`config.mk`:
```
export PLATFORM = sky130hd
export DESIGN_NAME = reg_bank_decoded
export DESIGN_NICKNAME = d
export VERILOG_FILES = /design/src/rtl/reg_bank_decoded.sv
export SDC_FILE = /design/constraint.sdc
export NUM_CORES = 1
export LEC_CHECK = 0
export CAP_MARGIN = 5
export CORE_MARGIN = 5
export CORE_UTILIZATION = 62
export DETAILED_ROUTE_END_ITERATION = 6
export MAX_ROUTING_LAYER = met4
export PLACE_DENSITY = 0.93
export REMOVE_ABC_BUFFERS = 1
export SLEW_MARGIN = 15
export SYNTH_ARGS = -nofsm -noshare
export SYNTH_HDL_FRONTEND = slang
export SYNTH_SLANG_ARGS = --single-unit
```
`constraint.sdc`:
```
create_clock -name clk -period 7.7 [get_ports clk]
set_input_delay 0.77 -clock clk [delete_from_list [all_inputs] [get_ports clk]]
set_output_delay 0.77 -clock clk [all_outputs]
set_load 0.02 [all_outputs]
```
`src/rtl/reg_bank_decoded.sv`:
```
// General-purpose register bank with a gated write decoder, two combinational
// read ports (optional write-back bypass) and a per-register busy scoreboard.
module reg_bank_decoded #(
   parameter int DATA_W   = 16,
   parameter int ADDR_W   = 3,
   parameter int NUM_REGS = 8,
   parameter int BYPASS   = 1,
   parameter int ZERO_R0  = 0
) (
   input  logic                clk,
   input  logic                rst,
   input  logic                Lreg,
   input  logic [ADDR_W-1:0]   wr_addr,
   input  logic [DATA_W-1:0]   wr_data,
   output logic [NUM_REGS-1:0] wr_onehot,
   input  logic [ADDR_W-1:0]   rd_addr_a,
   output logic [DATA_W-1:0]   rd_data_a,
   input  logic [ADDR_W-1:0]   rd_addr_b,
   output logic [DATA_W-1:0]   rd_data_b,
   input  logic                iss_en,
   input  logic [ADDR_W-1:0]   iss_addr,
   output logic                busy_a,
   output logic                busy_b,
   output logic                stall,
   output logic [NUM_REGS-1:0] busy_vec
);

   logic [NUM_REGS*DATA_W-1:0] reg_flat;

   // Implemented and not the hard-wired zero register.
   function automatic logic writable(input logic [ADDR_W-1:0] a);
      return (32'(a) < NUM_REGS) && !((ZERO_R0 != 0) && (a == '0));
   endfunction

   function automatic logic fwd_hit(input logic [ADDR_W-1:0] a);
      return (BYPASS != 0) && Lreg && (wr_addr == a) && writable(a);
   endfunction

   function automatic logic [DATA_W-1:0] read_port(input logic [ADDR_W-1:0] a);
      logic [DATA_W-1:0] v;
      v = '0;
      for (int i = 0; i < NUM_REGS; i++) begin
         if (a == ADDR_W'(i)) v = reg_flat[i*DATA_W +: DATA_W];
      end
      if (!writable(a))
         v = '0;
      else if (fwd_hit(a))
         v = wr_data;
      return v;
   endfunction

   function automatic logic busy_of(input logic [ADDR_W-1:0] a);
      logic b;
      b = 1'b0;
      for (int i = 0; i < NUM_REGS; i++) begin
         if (a == ADDR_W'(i)) b = busy_vec[i];
      end
      return b && writable(a) && !fwd_hit(a);
   endfunction

   genvar gi;
   generate
      for (gi = 0; gi < NUM_REGS; gi++) begin : g_reg
         logic [DATA_W-1:0] data_reg;
         logic              busy_reg;
         logic              iss_hit;

         assign wr_onehot[gi] = Lreg && (wr_addr == ADDR_W'(gi)) && writable(ADDR_W'(gi));
         assign iss_hit       = iss_en && (iss_addr == ADDR_W'(gi)) && writable(ADDR_W'(gi));

         always_ff @(posedge clk or posedge rst) begin
            if (rst) begin
               data_reg <= '0;
               busy_reg <= 1'b0;
            end else begin
               if (wr_onehot[gi]) data_reg <= wr_data;
               // A new producer outranks the one retiring in the same cycle.
               if (iss_hit)
                  busy_reg <= 1'b1;
               else if (wr_onehot[gi])
                  busy_reg <= 1'b0;
            end
         end

         assign reg_flat[gi*DATA_W +: DATA_W] = data_reg;
         assign busy_vec[gi]                  = busy_reg;
      end
   endgenerate

   always_comb begin
      rd_data_a = read_port(rd_addr_a);
      rd_data_b = read_port(rd_addr_b);
      busy_a    = busy_of(rd_addr_a);
      busy_b    = busy_of(rd_addr_b);
      stall     = busy_a | busy_b;
   end

endmodule

```
==> results of run 1 <==
==> path summary, 6_finish.rpt <==
kind,startpoint,endpoint,slack (ns)
max reg2reg,g_reg[0].data_reg[2]$_DFFE_PP0P_,g_reg[0].data_reg[2]$_DFFE_PP0P_,6.88
min in group asynchronous,rst,g_reg[2].data_reg[12]$_DFFE_PP0P_,0.91
min,g_reg[3].data_reg[12]$_DFFE_PP0P_,g_reg[3].data_reg[12]$_DFFE_PP0P_,0.49
max,rd_addr_b[2],rd_data_b[3],3.04
max in group asynchronous,rst,g_reg[2].data_reg[11]$_DFFE_PP0P_,5.45
min reg2reg,g_reg[3].data_reg[12]$_DFFE_PP0P_,g_reg[3].data_reg[12]$_DFFE_PP0P_,0.49
==> report_power, final <==
group,total (W),internal [W],switching (W)
Combinational,0.000673,0.000348,0.000325
Sequential,0.000997,0.000866,0.000132
Clock,0.000852,0.000542,0.000311
Total,0.00252,0.00176,0.000768
==> per-stage QoR <==
step           setup WS [ns]  power [W]  util, %
3_5_place_dp            3.16    0.00164     67.8
6_report                3.04    0.00252     72.4
2_1_floorplan           3.29    0.00138        -
3_3_place_gp            3.20    0.00161     67.8
5_1_grt                 2.93    0.00261     72.4
4_1_cts                 3.14    0.00251     72.4
==> routing by layer <==
metal  share of wire (%)  routed length, um
met4                 5.7               1410
met1                  34               8420
met5                   0                  0
met2                  46              11400
met3                  14               3340
==> area by class of cell <==
type	count	area (um2)
clock buffers	24	492
clock inverters	8	118
fillers	802	3620
inverters	16	62.6
multi-input cells	557	4310
flip-flops and latches	136	3400
well taps	176	220
repair buffers	97	913
==> logic make-up after synthesis <==
kind of cell    count (synthesis)
flops                         136
mux                           163
buf+inv                        93
simple gates                  254
xor+xnor                        6
compound gates                134
==> critical path: stages <==
cell and delay [ns]:
clkdlybuf4s50_1 0.46, buf_4 0.37, xnor2_1 0.19, nand4_2 0.88, o22ai_1 0.52, clkdlybuf4s50_1 0.67
==> cell usage in the layout, fill, tap and decap left out, drive strengths merged, types with 2 or more instances in the layout <==
cell	synthesis	routed
a21oi	11	11
mux2i	41	41
clkdlybuf4s50	0	78
o32ai	2	2
dfrtp	136	136
o21ai	71	71
nor2	67	67
nand2b	18	18
nor3	2	2
xnor2	6	6
nand2	120	120
o22ai	17	17
nand4	3	3
mux2	87	87
o211ai	3	3
nor3b	15	15
bufinv	0	3
and2	8	8
nor2b	8	8
and3	2	2
nand3	2	2
a31oi	20	20
nand3b	2	2
clkinv	1	5
clkbuf	27	24
or2	6	6
buf	50	19
inv	15	15
a221oi	6	6
mux4	35	35
==> flow_summary.ini, run 1 <==
[status]
status = finished clean

[clock_network]
cts_tree = yes
htreeDepth = 4
clockRootBuffer = clkbuf_16
cts_hold_buf = 0
cts_resized = 0
cts_buffers = 17
clk_pin_slew_ns = 0.06
cts_buffer_depth = 2
clock_sinks = 136
post-cts-setup-buffers = 0
clk-insertion-delay-late_ns = 0.42

[timing]
setup_violations = 0
hold_viol_final = 0
clock_skew_ns = 0
period_needed_ns = 4.66
setup-tns-final_ns = 0
slew_violations = 0
slew_headroom_pct = 25.6
tightest_slew_ns = 1.11
layout_worst_path_cycle_share_pct = 60.6
whs_ns = 0.494
fmaxAchievable_mhz = 214
rsz0062_at_grt = no

[min_path]
min_path_type = reg -> reg
min_path_cells = 2

[setup_path]
critPathArrivalTime_ns = 3.89
cp-end-kind = output port
worst_ep_required_time_ns = 6.93
cp_max_fo = 33
critical_path_class = in -> out
start_kind = primary input
reg2reg_depth = 1

[die]
core-area_mm2 = 0.0131
initial_core_util_pct = 62.9
die_w_um = 125
die_y_um = 125
ios = 83
rows = 42
die_area_mm2 = 0.0157

[synth]
syn_area_mm2 = 0.00827
ys_ff_latch = 136
synthDistinctLibCells = 46
ys_warn_count = 0
synthFlopType = dfrtp_1
synth_edf_count = 0
synthTopCellsByCount = dfrtp_1 (136), nand2_1 (119), o21ai_0 (71)
synthArstFlopShare_pct = 100
syn_inst = 786
synth_top_area_cell = dfrtp_1
ys_top_cells_by_area = dfrtp_1 (41%), mux4_2 (9.5%), mux2_2 (8.3%)
synth-xor-area-share_pct = 0.636
yosysSeqAreaShare_pct = 41.2
synth_top_cell_area_share_pct = 41.2
synth_compound_area_share_pct = 9.73
synthMuxAreaShare_pct = 27.1
synthSimpleGateAreaFrac_pct = 14.7
synth.avg_cell_area_um2 = 10.5
synth_fa_ha_area_share_pct = 0
synth_top_family_by_area = multiplexers
synth_most_common_cell = dfrtp_1

[global_routing]
grt_overflow = 0
grt_busiest_layer = met2
grt_pass1_vias = 7318
antenna_found_initial = 0
grt_use_total_pct = 32.2
grtUsageMet1_pct = 38.6
globalRouteMet3Util_pct = 9.81
grt_max_degree = 75
grt_first_pass_wirelength_um = 38700
grtUsageMet2_pct = 47.6

[detailed_routing]
wl_um = 24600
vias = 6924
wl_per_cell_um = 24.3
drtPass1Iterations = 7
via_per_inst = 6.83
drc = 0
drt_iter0_drc = 782
drtAntennaViolNets = 0

[placement]
io_buffers = 82
hpwlAfterDp_um = 13900
placed_cells = 982
gp_congestion = 0.895
placed_cell_area_mm2 = 0.00891

[final_layout]
area_growth_pct = 15.1
stdcell_count = 1014
largest_reg_flops = 128
drive_gt1_share_pct = 21.4
fin_area_mm2 = 0.00952
final_nets = 857
n_antenna_cell = 0

[power_and_ir_drop]
power_density_mw_per_mm2 = 265
vdd_drop_max_mv = 0.188
power.leakage_nw = 4.13

[flow_run]
cap_violations = 0
Power figures use the tool's default switching activity.
==> inputs of run 2 (changes only) <==
Settings changed: CORE_UTILIZATION 62 to 52, PLACE_DENSITY 0.93 to 0.84.
Clock period 7.7 ns to 4.2 ns, I/O delays scaled along.
==> run 2 against run 1 <==
Compared with the run above: wire length is 3.9% lower; register-to-register slack worse by 3.5 ns; flip-flop and latch count stayed put; total power is 89% higher; clock skew stayed put; core utilization is 10 points lower; sequential share of layout area is 0.84 points lower; combinational power is 81% higher; highest routed layer unchanged.
==> flow_summary.ini, run 2 (synthesis results as in run 1) <==
[timing]
rsz0062_at_grt = no
tightest_slew_ns = 0.714
setup-tns-final_ns = 0
period_needed_ns = 3.48
fin_ws_ns = 0.720
setup_violations = 0
fmaxAchievable_mhz = 287
layout_worst_path_cycle_share_pct = 82.8
slew_headroom_pct = 52.3
hold_viol_final = 0
slew_violations = 0
clock_skew_ns = 0

[detailed_routing]
drt_iter0_drc = 754
drtAntennaViolNets = 0
vias = 6625
wl_um = 23600
drc = 0
drtPass1Iterations = 5
via_per_inst = 6.23
wl_per_cell_um = 22.2

[die]
die_w_um = 136
ios = 83
rows = 46
core-area_mm2 = 0.0157
die_area_mm2 = 0.0185
initial_core_util_pct = 52.6
die_y_um = 136

[global_routing]
grtUsageMet2_pct = 43.8
grt_use_total_pct = 27.4
grt_max_degree = 97
grtUsageMet1_pct = 32.8
grt_busiest_layer = met2
grt_overflow = 0
grt_pass1_vias = 6882
grt_first_pass_wirelength_um = 37300
globalRouteMet3Util_pct = 7.44
antenna_found_initial = 1

[final_layout]
final_common_cell = dfrtp_1
fin_util_pct = 62.0
drive_gt1_share_pct = 22.5
area_growth_pct = 17.9
final_cell_mix = dfrtp_1 (136), nand2_1 (119), clkdlybuf4s50_1 (78)
largest_reg_flops = 128
fillers = 1189
stdcell_count = 1063
final_nets = 865

[min_path]
min_path_type = in -> async

[clock_network]
cts_buffer_depth = 2
clk_pin_slew_ns = 0.06
cts_tree = yes
cts_hold_buf = 0
post-cts-setup-buffers = 0
cts_resized = 0
htreeDepth = 4
clk-insertion-delay-late_ns = 0.43
clock_sinks = 136
cts_buffers = 17
clockRootBuffer = clkbuf_16

[setup_path]
critPathArrivalTime_ns = 3.06
start_kind = primary input
worst_ep_required_time_ns = 3.78
critical_path_class = in -> out
cp_max_fo = 23
cp-end-kind = output port

[placement]
hpwlAfterDp_um = 14400
placed_cells = 1030
pre_cts_ws_ns = 0.865
io_buffers = 82
gp_congestion = 0.868

[power_and_ir_drop]
power_density_mw_per_mm2 = 489
power.leakage_nw = 4.21
p_comb_share_pct = 25.7
switching_share_pct = 29.2
seq_power_share_pct = 38.1
vdd_drop_max_mv = 0.338
p_int_w = 0.00337
clkPwrFrac_pct = 36.3
p_sw_w = 0.00139

[status]
status = finished clean

[flow_run]
cap_violations = 0
[run 2: cell types whose count changed in the layout (fill, tap and decap cells not counted)]
cell / change
buf_4: +4
clkbuf_8: -2
clkinv_4: +1
clkinvlp_4: +1
clkbuf_1: -3
bufinv_16: +3
buf_12: +4
diode_2: +1
[run 2: layer usage]
metal / vias to the layer above / part of all wire, %
li1: 2860 / -
met5: - / 0
met3: 94 / 8.8
met2: 368 / 49
met4: 0 / 4.1
met1: 3303 / 38
[run 2: power groups by stage]
stage,clock network (W),registers (W),logic (W)
2_1_floorplan,0,0.00177,0.000761
3_3_place_gp,0,0.00181,0.00118
3_5_place_dp,0,0.00182,0.00121
4_1_cts,0.00173,0.00181,0.00122
5_1_grt,0.00180,0.00185,0.00132
6_report,0.00173,0.00181,0.00122
[run 2: worst paths after layout]
check / depth (start not counted) / slack (ns) / from / to
worst max-delay path: 7 / 0.72 / rd_addr_a[2] / rd_data_a[4]
worst min-delay path: 2 / 0.38 / rst / g_reg[6].data_reg[0]$_DFFE_PP0P_
worst max register to register: 1 / 3.39 / g_reg[6].data_reg[15]$_DFFE_PP0P_ / g_reg[6].data_reg[15]$_DFFE_PP0P_
worst min register to register: 2 / 0.51 / g_reg[7].data_reg[0]$_DFFE_PP0P_ / g_reg[7].data_reg[0]$_DFFE_PP0P_
max in group asynchronous: 3 / 2.91 / rst / g_reg[5].data_reg[4]$_DFFE_PP0P_
min in group clk: 2 / 0.51 / g_reg[7].data_reg[0]$_DFFE_PP0P_ / g_reg[7].data_reg[0]$_DFFE_PP0P_
[run 2: per-stage QoR]
stage / total power, W / hold WS [ns] / area (um2)
6_report: 0.00476 / 0.384 / 9750
5_1_grt: 0.00496 / 0.426 / 9750
4_1_cts: 0.00476 / 0.418 / 9740
3_5_place_dp: 0.00303 / 0.485 / 9070
3_3_place_gp: 0.00299 / 0.477 / 9070
2_1_floorplan: 0.00253 / 0.454 / 7770
[run 2: area by class of cell]
cell class	instances	area [um2]	share of cell area (%)
Tap cell	216	270	2.77
Sequential cell	136	3400	34.9
Clock buffer	19	453	4.65
Timing Repair Buffer	105	1020	10.5
Clock inverter	13	224	2.30
Multi-Input combinational cell	557	4310	44.2
Antenna cell	1	2.50	0.0257
Inverter	16	62.6	0.642
[run 2: worst max-delay path, cell delays in order]
cell and delay, ns:
clkdlybuf4s50_1 0.46, buf_4 0.28, and2_1 0.53, o21ai_0 0.24, and2_1 0.23, a221oi_2 0.24
clkdlybuf4s50_1 0.64
